### config.mk
export PLATFORM = sky130hd
export DESIGN_NAME = rle_row_encoder
export DESIGN_NICKNAME = d
export VERILOG_FILES = /design/src/rtl/dcnn_rle_pkg.sv /design/src/rtl/rle_out_reg.sv /design/src/rtl/rle_row_encoder.sv
export SDC_FILE = /design/constraint.sdc
export NUM_CORES = 1
export LEC_CHECK = 0
export CAP_MARGIN = 20
export CORE_MARGIN = 3
export CORE_UTILIZATION = 40
export CTS_CLUSTER_SIZE = 14
export DETAILED_ROUTE_END_ITERATION = 7
export MAX_ROUTING_LAYER = met4
export PLACE_DENSITY = 0.73
export SYNTH_ARGS = -nofsm -noshare
export SYNTH_HDL_FRONTEND = slang
export SYNTH_HIERARCHICAL = 1
export SYNTH_SLANG_ARGS = --single-unit
### constraint.sdc
create_clock -name clk -period 56.7 [get_ports clk]
set_clock_uncertainty 0.1 [all_clocks]
set_input_delay 11.34 -clock clk [delete_from_list [all_inputs] [get_ports clk]]
set_output_delay 11.34 -clock clk [all_outputs]
set_load 0.01 [all_outputs]
### src/rtl/dcnn_rle_pkg.sv
// Shared types and helpers for the row run-length encoder.
// Word layout: [15] pixel value, [14:9] zero, [8:0] run length.
package dcnn_rle_pkg;
   localparam int ROW_W   = 480;
   localparam int WORD_W  = 16;
   localparam int LEN_W   = 9;
   localparam int VAL_BIT = 15;
   localparam int LEN_MSB = 8;

   typedef enum logic [1:0] {IDLE, SCAN, DRAIN} state_t;

   function automatic logic [WORD_W-1:0] mk_word(
      input logic             val,
      input logic [LEN_W-1:0] len
   );
      logic [WORD_W-1:0] w;
      w = '0;
      w[VAL_BIT] = val;
      w[LEN_MSB:0] = len;
      return w;
   endfunction
endpackage

### src/rtl/rle_out_reg.sv
// Single-entry valid/ready holding register for run words.
// Also marks the cycle a row's first word first appears.
module rle_out_reg #(
   parameter int W = 16
) (
   input  logic         clk,
   input  logic         rst,
   input  logic         push,
   input  logic [W-1:0] push_word,
   input  logic         push_first,
   input  logic         flush,
   input  logic         ready,
   output logic [W-1:0] data,
   output logic         data_valid,
   output logic         first_strobe,
   output logic         slot_free
);
   // A new word may enter if the slot is empty or drains this cycle.
   assign slot_free = !data_valid || ready;

   // Hold the word until accepted; flush drops it unconditionally.
   always_ff @(posedge clk or posedge rst) begin
      if (rst) begin
         data         <= '0;
         data_valid   <= 1'b0;
         first_strobe <= 1'b0;
      end else begin
         first_strobe <= 1'b0;
         if (flush) begin
            data_valid <= 1'b0;
         end else if (push) begin
            data         <= push_word;
            data_valid   <= 1'b1;
            first_strobe <= push_first;
         end else if (ready) begin
            data_valid <= 1'b0;
         end
      end
   end
endmodule

### src/rtl/rle_row_encoder.sv
// Run-length encodes one binary row, MSB first, into 16-bit words.
// One pixel per cycle; emits stall only while the output slot is full.
module rle_row_encoder #(
   parameter int ROW_W  = dcnn_rle_pkg::ROW_W,
   parameter int WORD_W = dcnn_rle_pkg::WORD_W,
   parameter int LEN_W  = dcnn_rle_pkg::LEN_W
) (
   input  logic              clk,
   input  logic              rst,
   input  logic [ROW_W-1:0]  row,
   input  logic              load,
   input  logic              stop,
   input  logic              ready,
   output logic [WORD_W-1:0] data,
   output logic              data_valid,
   output logic              startDecompression,
   output logic [15:0]       rowSize,
   output logic              busy,
   output logic              done
);
   import dcnn_rle_pkg::*;

   localparam int IDX_W = $clog2(ROW_W + 1);

   state_t             state_q, state_d;
   logic [ROW_W-1:0]   sr_q;
   logic               cur_q;
   logic [LEN_W-1:0]   len_q;
   logic [IDX_W-1:0]   idx_q;
   logic [15:0]        wcnt_q;
   logic               pix, last, slot;
   logic               push, adv, flush, done_d;

   assign pix   = sr_q[ROW_W-1];
   assign last  = (idx_q == IDX_W'(ROW_W));
   assign flush = stop && (state_q != IDLE);
   assign busy  = (state_q != IDLE);

   rle_out_reg #(.W(WORD_W)) u_out (
      .clk          (clk),
      .rst          (rst),
      .push         (push),
      .push_word    (mk_word(cur_q, len_q)),
      .push_first   (wcnt_q == 16'd0),
      .flush        (flush),
      .ready        (ready),
      .data         (data),
      .data_valid   (data_valid),
      .first_strobe (startDecompression),
      .slot_free    (slot)
   );

   // State register.
   always_ff @(posedge clk or posedge rst) begin
      if (rst) state_q <= IDLE;
      else     state_q <= state_d;
   end

   // Next state, emit and advance decisions.
   always_comb begin
      state_d = state_q;
      push    = 1'b0;
      adv     = 1'b0;
      done_d  = 1'b0;
      unique case (1'b1)
         state_q == IDLE: begin
            if (load) state_d = SCAN;
         end
         state_q == SCAN: begin
            if (stop) begin
               state_d = IDLE;
            end else if (last) begin
               if (slot) begin
                  push    = 1'b1;
                  state_d = DRAIN;
               end
            end else if (pix == cur_q) begin
               adv = 1'b1;
            end else if (slot) begin
               push = 1'b1;
               adv  = 1'b1;
            end
         end
         state_q == DRAIN: begin
            if (stop) begin
               state_d = IDLE;
            end else if (data_valid && ready) begin
               done_d  = 1'b1;
               state_d = IDLE;
            end
         end
         default: state_d = IDLE;
      endcase
   end

   // Shift register, run tracking, word count and row results.
   always_ff @(posedge clk or posedge rst) begin
      if (rst) begin
         sr_q    <= '0;
         cur_q   <= 1'b0;
         len_q   <= '0;
         idx_q   <= '0;
         wcnt_q  <= '0;
         rowSize <= '0;
         done    <= 1'b0;
      end else begin
         done <= done_d;
         if (done_d) rowSize <= wcnt_q;
         if (state_q == IDLE && load) begin
            sr_q   <= {row[ROW_W-2:0], 1'b0};
            cur_q  <= row[ROW_W-1];
            len_q  <= LEN_W'(1);
            idx_q  <= IDX_W'(1);
            wcnt_q <= '0;
         end else begin
            if (push) wcnt_q <= wcnt_q + 16'd1;
            if (adv) begin
               sr_q  <= sr_q << 1;
               idx_q <= idx_q + IDX_W'(1);
               if (pix == cur_q) begin
                  len_q <= len_q + LEN_W'(1);
               end else begin
                  cur_q <= pix;
                  len_q <= LEN_W'(1);
               end
            end
         end
      end
   end
endmodule

; Word-level counts from Yosys, hierarchy flattened
; Index checks and enable logic that the tools add are counted.
[totals]
wordCells = 74
romBits = 0
ff_bits = 546
mem_count = 0
inputBits = 485
ram_bits = 0
output_inout_bits = 36
latchBits = 0
[classes]
n_reduce_logical = 14
addsub = 3
bitwise_logic = 1
multipliers = 0
n_eq_ne = 9
shifts = 0
mux = 36
n_lt_le_gt_ge = 0
div = 0
[ops]
columns = op, n
row1 = 480-bit two-way mux, 2
row2 = 9-bit two-way mux, 5
row3 = 16-bit two-way mux, 2
row4 = 1-bit two-way mux, 20
row5 = 9-bit by 1-bit adder with 9-bit output (second input constant), 2
row6 = 16-bit by 1-bit adder with 16-bit output (second input constant), 1
row7 = 16-bit logical NOT, 1
row8 = 2-bit two-way mux, 6
row9 = 9-bit equality test (second input constant), 1
row10 = 3-bit inequality test (second input constant), 2
row11 = 2-bit one-hot mux with 3 select lines, 1
row12 = 2-bit nonzero test, 3
row13 = 2-bit AND reduction, 2
row14 = 4-bit AND reduction, 1
row15 = 1-bit logical AND, 3
row16 = 3-bit by 2-bit inequality test with 1-bit output (second input constant), 1
row17 = 3-bit nonzero test, 1
row18 = 2-bit by 1-bit equality test with 1-bit output (second input constant), 1
row19 = 2-bit equality test (second input constant), 1
row20 = 2-bit logical NOT, 1
row21 = 2-bit by 1-bit inequality test with 1-bit output (second input constant), 1
row22 = 2-bit inequality test (second input constant), 1
row23 = 1-bit equality test, 1
row24 = 1-bit logical NOT, 1
row25 = other kinds (2), 2

; Depth between registers and ports, before layout
; Gate-level depths: netlist of the first run.
[logic_depth]
depth_word = 9
depth_mapped = 12
depth_no_buf = 7

; Modules after synthesis
; The synthesis of the first run kept the hierarchy.
[by_module_without_submodules]
columns = mod, n_inst, cells_per_inst, area_per_inst_um2, seq_area_each_um2
row1 = rle_row_encoder, 1, 2873, 24050.6, 13337.8
row2 = rle_out_reg, 1, 42, 735.7, 450.4

; Least setup slack after synthesis of the first run
; OpenSTA, ideal clock, no wires.
[synth_timing]
kind = input-to-reg
from = input stop
to = register u_out.data[0]
slack_ns = 43.501
cell_stages = 8
n_path_buf = 3
required_time_ns = 56.475
setup_time_ns = 0.125
arrival_ns = 12.973
cell_sequence = or3b_1 > clkbuf_1 > or2_2 > nor2_1 > nor2b_4 > buf_6 > buf_12 > mux2_4
[synth_between]
elab_chain_len = 3
elab_cells_between_ends = 5
cone_classes = mux (2) / bitwise (1) / reduce/logical (2)
[synth_lines]
columns = item, line
row1 = from (decl), rle_row_encoder.sv:12  ; input logic stop,
row2 = 1-bit two-way mux, rle_row_encoder.sv:70  ; if (stop) begin
row3 = 1-bit two-way mux, rle_row_encoder.sv:65  ; unique case (1'b1)
row4 = net push, rle_row_encoder.sv:32  ; logic push, adv, flush, done_d;
row5 = 2-bit AND reduction (no line), n/a
row6 = to (signal assigned), rle_out_reg.sv:32  ; data <= push_word;
row7 = to (decl), rle_out_reg.sv:13  ; output logic [W-1:0] data,
; The timed path passes the listed nets, and every way through them passes these cells.
; A chain may end at the register's enable or synchronous reset.

; Final worst setup path of the first run
[layout_timing]
from = input stop
to = register sr_q[448]
[layout_between]
elab_chain_len = 3
[layout_lines]
columns = item, line
row1 = 1-bit two-way mux, rle_row_encoder.sv:70
row2 = 1-bit two-way mux, rle_row_encoder.sv:65
row3 = 2-bit nonzero test (no line), n/a
row4 = to (signal assigned), rle_row_encoder.sv:110  ; sr_q <= {row[ROW_W-2:0], 1'b0};
row5 = to (signal assigned), rle_row_encoder.sv:118  ; sr_q <= sr_q << 1;
row6 = to (decl), rle_row_encoder.sv:26  ; logic [ROW_W-1:0] sr_q;
; No other way between the ends.

==> results of run 1 <==
==> critical path, stage by stage <==
cell and delay [ns]:
clkdlybuf4s50_1 0.48, or3b_1 0.52, a221oi_4 0.91, buf_4 0.94, buf_4 0.70, buf_4 0.78
nand2_1 0.14, nand3_1 0.12
==> synthesized netlist by cell type (all sizes together) (3+ instances only) <==
library cell and n:
a21oi 23, a311oi 4, a32o 3, and2 4, and4 3, buf 153
clkbuf 75, dfrtp 551, ha 5, inv 13, mux2 32, mux2i 5
nand2 985, nand2b 3, nand3 968, nand3b 4, nand4 7, nor2 7
nor4 4, nor4b 3, o21ai 12, o31ai 11, or3 4, or4 12
==> power by group through the flow <==
stage,clock (mW),combinational (mW),sequential [mW]
floorplan,0,0.173,0.553
global placement,0,0.246,0.565
detailed placement,0,0.252,0.566
CTS,0.387,0.254,0.561
global route,0.402,0.285,0.575
finish,0.379,0.251,0.562
==> worst min-delay path by stage <==
stage | startpoint | endpoint | slack (ns) | depth (start not counted)
global placement | sr_q[149] | sr_q[150] | 0.37 | 2
global route | sr_q[291] | sr_q[292] | 0.40 | 2
detailed placement | sr_q[24] | sr_q[25] | 0.37 | 2
finish | sr_q[473] | sr_q[474] | 0.38 | 2
floorplan | sr_q[99] | sr_q[100] | 0.36 | 2
CTS | sr_q[89] | sr_q[90] | 0.38 | 2
==> logic make-up (layout without fill, tap and decap cells) <==
logic type               Yosys count  count (layout)  synth area share, %
AND/OR/NAND/NOR                 2015            2015                 36.2
multiplexers                      37              37                 1.79
buffers and inverters            241             661                 4.30
flip-flops                       551             551                 55.6
other                              1              20               0.0151
adder cells (fa/ha/maj)            5               5                0.252
AO/OA/AOI/OAI                     62              62                 1.65
XOR/XNOR                           3               3                0.136
==> routing by layer <==
metal,GRT usage [%],share of wire (%),up-vias
met5,-,0,-
met4,7.87,3.1,0
met3,4.23,6.8,130
met2,33.1,47,697
met1,28.4,43,10700
li1,-,-,10600
==> through the flow <==
step	cells	area, µm²	setup WS [ns]	hold slack [ns]
finish	4136	32200	40.97	0.380
global placement	4021	30200	40.48	0.367
global route	4131	32200	40.67	0.402
CTS	4118	32100	41.07	0.377
floorplan	2920	24800	30.36	0.362
detailed placement	4021	30200	40.42	0.374
==> final cells by class <==
class                   instances  area [µm²]
inverters                      13        56.3
flip-flops and latches        551       13800
diodes                         14        35.0
fillers                      5591       28600
clock inverters                18         205
multi-input cells            2128        9980
well taps                     782         978
clock buffers                  79        1660
repair buffers                551        5520
==> state kept, by name, indices dropped and copies added (netlist names), 2 cells and up <==
name / flops
len_q: 9
wcnt_q: 16
u_out/data: 16
state_q: 2
idx_q: 9
sr_q: 479
rowSize: 16
==> impl_metrics.ini, run 1 <==
[outcome]
status = finished, final reports clean

[routing]
dr.pass1.iters = 5
vias = 22100
totalWireLength_mm = 71.0
post_drt_wl_per_cell_um = 17.2
ant_nets = 0
viasPerCell = 5.34
drtIter0Drc = 1876
post-route-drc-count = 0

[floorplan]
core_um2 = 60800
die_h_um = 255
initial_core_util_pct = 40.8
die_x_um = 255
rows = 90
io_pins = 521
die-area_um2 = 65000

[synthesis]
ys.flop_type = dfrtp_1
netlist_area_um2 = 24800
synth_edf_count = 0
async_reset_ff_share_pct = 100
synth.avg_cell_area_um2 = 8.50
synthCells = 2915
synth-seq-cells = 551
synth_area_leader_cell = dfrtp_1
yosysUniqueCellTypes = 51
yosysSeqAreaShare_pct = 55.6
synth_top_area_share_pct = 55.6
synthTopCellsByArea = dfrtp_1 56%, nand3_1 20%, nand2_1 15%, buf_2 2.0%, clkbuf_1 1.1%
synth_warnings = 6

[global_routing]
grt_pass1_wl_mm = 111
grt-ovfl-total = 0
grt_pass1_vias = 21000
grt_max_degree = 231
antenna_found_initial = 9
grtUsageTotal_pct = 21.5

[setup_path]
worst_setup_path_end_kind = flip-flop
worst-setup-path-type = in2reg
worst-path-max-fanout = 103
cp_data_required_time_ns = 57.12
startpoint_type = primary input
rr_worst_depth = 9
startpoint = stop
endpoint = sr_q[448]
worstPathArrival_ns = 16.15
r2r_end = sr_q[448]
reg2reg_slack_ns = 51.68
r2r-start = idx_q[0]

[power_and_ir_drop]
p_sw_share_pct = 29.8
ir_drop_v = 0.0000220
p_total_mw = 1.19
pwr-share-seq_pct = 47.1
p_leak_nw = 14.5
clockPowerShare_pct = 31.8
p_sw_uw = 355
p_int_uw = 837
pwr-share-comb_pct = 21.1
power_density_nw_per_um2 = 37.0

[clock_tree]
clk_path_buf_depth = 3
cts_buffers = 59
cts-root-buf = clkbuf_16
holdBufCountCts = 0
path_clk_slew_ns = 0.06
cts_setup_buffers = 0
clk_latency_ns = 0.61
cts_tree = built
htree_levels = 2
numClockSinks = 551
cts_resized = 0

[placed_design]
place_congestion = 0.839
place_hpwl_mm = 45.6
portBuffers = 520

[timing]
rsz0062_at_grt = false
fmax_mhz = 63.6
setup_viol = 0
slew_viol_final = 0
final.period_utilization_pct = 27.7
maxSlewHeadroom_pct = 14.8
fin_crit_ns = 15.73
hold_violations = 0
tightest_slew_ns = 1.28
fin_tns_setup_ns = 0

[cells_and_area]
post-route-util_pct = 53.0
final_cell_mix = 984 x nand2_1, 968 x nand3_1, 551 x dfrtp_1
area_delta_synth_final_pct = 30.0
final_common_cell = nand2_1
layout-drive-gt1-share_pct = 4.88
layout.nets = 3794

[worst_hold_path]
min_path_type = reg2reg

[flow_run]
cap_violations = 0
Note: power is estimated with default switching activity, not from simulation.
==> run 2: changes to the inputs <==
- PLACE_DENSITY: 0.73 -> 0.76
- clock period: 56.7 -> 13.2 ns (I/O delays scaled with it)
==> impl_metrics.ini, run 2 (synthesized netlist as in run 1, its figures left out) <==
[global_routing]
grt_pass1_wl_mm = 111
grt-ovfl-total = 0
grt_max_degree = 222
antenna_found_initial = 9
grt_pass1_vias = 21300
grtUsageTotal_pct = 21.5

[cells_and_area]
regMostFlops = sr_q
final_common_cell = nand2_1
multi_input_area_um2 = 9980
area_delta_synth_final_pct = 30.5
largest_register_ffs = 479
register_area_um2 = 13800
layout-drive-gt1-share_pct = 5.06
fill_cells = 5463
layout.nets = 3787
design_area_um2 = 32300
final_cell_mix = 984 x nand2_1, 968 x nand3_1, 551 x dfrtp_1
instances_no_fill = 4137

[floorplan]
die_h_um = 255
rows = 90
die_x_um = 255
io_pins = 521
die-area_um2 = 65000
core_um2 = 60800
initial_core_util_pct = 40.8

[placed_design]
place_hpwl_mm = 45.4
post_dp_cell_area_um2 = 30200
portBuffers = 520
place_congestion = 0.827
placed_cells = 4018

[power_and_ir_drop]
pwr-share-seq_pct = 46.1
pwr-share-comb_pct = 20.4
p_total_mw = 5.26
p_sw_mw = 1.56
clockPowerShare_pct = 33.5
p_sw_share_pct = 29.6
p_int_mw = 3.70
p_leak_nw = 14.5
ir_drop_v = 0.0000930
power_density_nw_per_um2 = 162

[routing]
wl_met3_mm = 5.27
drtIter0Drc = 2218
ant_nets = 0
viasPerCell = 5.37
post_drt_wl_per_cell_um = 17.1
routed.top_layer = met4
post-route-drc-count = 0
met2_length_mm = 33.8
wl_met1_mm = 29.9
totalWireLength_mm = 70.6
dr.pass1.iters = 6
vias = 22200

[setup_path]
worstPathArrival_ns = 6.73
worst_setup_path_end_kind = flip-flop
startpoint_type = primary input
worst-path-max-fanout = 108
cp_cell_sequence = clkdlybuf4s50_1 > nand2b_1 > inv_1 > a221o_4 > buf_4 > buf_4 > nand3_1 > nand3_1
slowest_delay_ns = 0.94
worst-setup-path-type = in2reg
cp_data_required_time_ns = 13.63
crit_slowest_cell = buf_4

[outcome]
status = finished, final reports clean

[clock_tree]
cts_resized = 0
path_clk_slew_ns = 0.06
cts_setup_buffers = 0
holdBufCountCts = 0
cts_buffers = 59
htree_levels = 2
cts-root-buf = clkbuf_16
clk_path_buf_depth = 3
clk_latency_ns = 0.60
cts_tree = built
numClockSinks = 551

[timing]
tightest_slew_ns = 1.15
fin_tns_setup_ns = 0
maxSlewHeadroom_pct = 23.1
final.period_utilization_pct = 47.7
setup_viol = 0
fin_crit_ns = 6.30
slew_viol_final = 0
fmax_mhz = 159
rsz0062_at_grt = false
hold_violations = 0

[worst_hold_path]
min_path_type = reg2reg

[flow_run]
cap_violations = 0
==> run 2: changes by cell type in the layout (fill, tap and decap cells not counted), sizes merged <==
| cell | previous run | this run |
|---|---|---|
| buf | 31 | 24 |
| clkinvlp | 0 | 4 |
| bufinv | 4 | 7 |
| clkbuf | 79 | 82 |
| clkinv | 10 | 13 |
| inv | 17 | 14 |
| diode | 14 | 12 |
==> run 2: layer usage <==
metal	vias to the layer above	GRT usage, %
met5	-	-
met2	771	33.8
met1	10800	28.4
met3	109	4.20
li1	10600	-
met4	0	6.66
==> run 2: path summary, 6_finish.rpt <==
check | to | startpoint | slack (ns) | cells past startpoint
worst max-delay path | sr_q[466] | ready | 6.90 | 8
worst min-delay path | sr_q[223] | sr_q[222] | 0.38 | 2
worst max register to register | sr_q[466] | idx_q[0] | 8.77 | 8
worst min register to register | sr_q[223] | sr_q[222] | 0.38 | 2
max in group asynchronous | sr_q[56] | rst | 8.53 | 4
min in group asynchronous | sr_q[251] | rst | 2.41 | 2
==> run 2: layout make-up <==
cell class / count / area share, %
Sequential cell: 551 / 42.6
Tap cell: 782 / 3.03
Clock buffer: 82 / 5.43
Inverter: 13 / 0.162
Timing Repair Buffer: 544 / 16.8
Antenna cell: 12 / 0.0928
Multi-Input combinational cell: 2128 / 30.9
Clock inverter: 25 / 0.990
==> run 2: through the flow <==
| stage | hold slack (ns) | setup slack (ns) | utilization [%] |
|---|---|---|---|
| 2_1_floorplan | 0.362 | 3.21 | - |
| 6_report | 0.382 | 6.90 | 53.2 |
| 5_1_grt | 0.402 | 6.63 | 53.2 |
| 3_5_place_dp | 0.372 | 6.34 | 49.7 |
| 3_3_place_gp | 0.367 | 6.38 | 49.7 |
| 4_1_cts | 0.384 | 6.97 | 53.1 |
==> run 2: worst max-delay path: cells and delay by family <==
kind                   cells  cell delay [ns]
AO/OA/AOI/OAI              1             0.92
buffers and inverters      4             2.45
AND/OR/NAND/NOR            3             0.57
==> run 2: power groups by stage <==
stage               clock, mW  sequential (mW)  combinational (mW)
floorplan                   0             2.37               0.745
detailed placement          0             2.43                1.08
global route             1.86             2.47                1.22
CTS                      1.80             2.42                1.09
global placement            0             2.43                1.05
finish                   1.76             2.42                1.07
==> run 3: changes to the inputs <==
- clock period: 13.2 -> 5.6 ns (I/O delays scaled with it)
==> impl_metrics.ini, run 3 (synthesized netlist as in run 1, its figures left out) <==
[outcome]
status = finished, final reports clean

[timing]
maxSlewHeadroom_pct = 30.2
tightest_slew_ns = 1.05
rsz0062_at_grt = false
slew_viol_final = 0
fin_crit_ns = 3.64
final.period_utilization_pct = 64.9
fmax_mhz = 275
setup_viol = 0
fin_ws_ns = 1.96
hold_violations = 0

[clock_tree]
cts_buffers = 59
cts_setup_buffers = 0
cts_tree = built
holdBufCountCts = 0
cts-root-buf = clkbuf_16
clk_latency_ns = 0.59
cts_resized = 0
clk_path_buf_depth = 3
path_clk_slew_ns = 0.06
numClockSinks = 551
htree_levels = 2

[routing]
totalWireLength_mm = 71.7
viasPerCell = 5.33
vias = 22100
dr.pass1.iters = 5
post_drt_wl_per_cell_um = 17.3
drtIter0Drc = 2257
ant_nets = 0
post-route-drc-count = 0

[setup_path]
worst-setup-path-type = in2reg
rr_worst_depth = 7
startpoint = ready
cp_data_required_time_ns = 6.02
startpoint_type = primary input
r2r-start = idx_q[0]
worst_setup_path_end_kind = flip-flop
worst-path-max-fanout = 200
worstPathArrival_ns = 4.06

[global_routing]
grt_max_degree = 201
grt-ovfl-total = 0
antenna_found_initial = 11
grt_pass1_wl_mm = 112
grt_pass1_vias = 21300
grtUsageTotal_pct = 21.7

[worst_hold_path]
min_path_type = reg2reg
min_from = sr_q[414]
whs_path_depth = 2

[cells_and_area]
largest_register_ffs = 479
layout-drive-gt1-share_pct = 5.28
final_common_cell = nand2_1
final_cell_mix = 984 x nand2_1, 968 x nand3_1, 551 x dfrtp_1
area_delta_synth_final_pct = 31.6
post-route-util_pct = 53.6
regMostFlops = sr_q
layout.nets = 3796

[placed_design]
portBuffers = 520
pre_cts_ws_ns = 1.47
place_congestion = 0.839
place_hpwl_mm = 45.8

[floorplan]
die_x_um = 255
die_h_um = 255
io_pins = 521
die-area_um2 = 65000
initial_core_util_pct = 40.8
rows = 90
core_um2 = 60800

[flow_run]
cap_violations = 0

[power_and_ir_drop]
ir_drop_v = 0.000273
power_density_nw_per_um2 = 385
p_leak_nw = 14.7
## run 3: cell type report
type,instances,area [µm²]
flip-flops and latches,551,13800
well taps,782,978
fillers,5405,28200
clock inverters,24,390
multi-input cells,2128,9980
inverters,13,52.6
clock buffers,82,1760
repair buffers,553,5640
diodes,13,32.5
## run 3: path summary, 6_finish.rpt
kind | endpoint | slack (ns)
min in group asynchronous | u_out/data[1] | 0.93
max in group asynchronous | sr_q[45] | 3.23
max reg2reg | sr_q[97] | 2.37
max | sr_q[97] | 1.96
min reg2reg | sr_q[415] | 0.38
min | sr_q[415] | 0.38
## run 3: per-layer routing
metal / vias to the layer above / track usage, % / wire length [µm]
met3: 104 / 4.64 / 5200
met2: 715 / 34.5 / 34600
met5: - / - / 0
li1: 10600 / - / -
met4: 0 / 5.93 / 1530
met1: 10700 / 28.4 / 30400
## run 3: stage by stage
stage	hold WS (ns)	cells	area (µm²)	setup TNS (ns)	power (mW)
global route	0.404	4144	32600	0	13.3
global placement	0.368	4027	30400	0	8.22
finish	0.383	4146	32600	0	12.6
floorplan	0.362	2920	24800	-1527.61	7.35
detailed placement	0.373	4027	30400	0	8.33
CTS	0.386	4133	32600	0	12.7
## run 3: where the power goes
group          switching, mW  leakage, nW  internal (mW)
logic                   1.40         6.76           1.17
registers              0.638         6.85           5.07
clock network           1.65         1.05           2.64
## run 3: worst max-delay path: stages
cell and delay (ns):
clkdlybuf4s50_1 0.42, nand2b_1 0.26, inv_1 0.22, a221o_4 0.83, buf_12 0.55, nand3_1 0.17, nand3_1 0.14
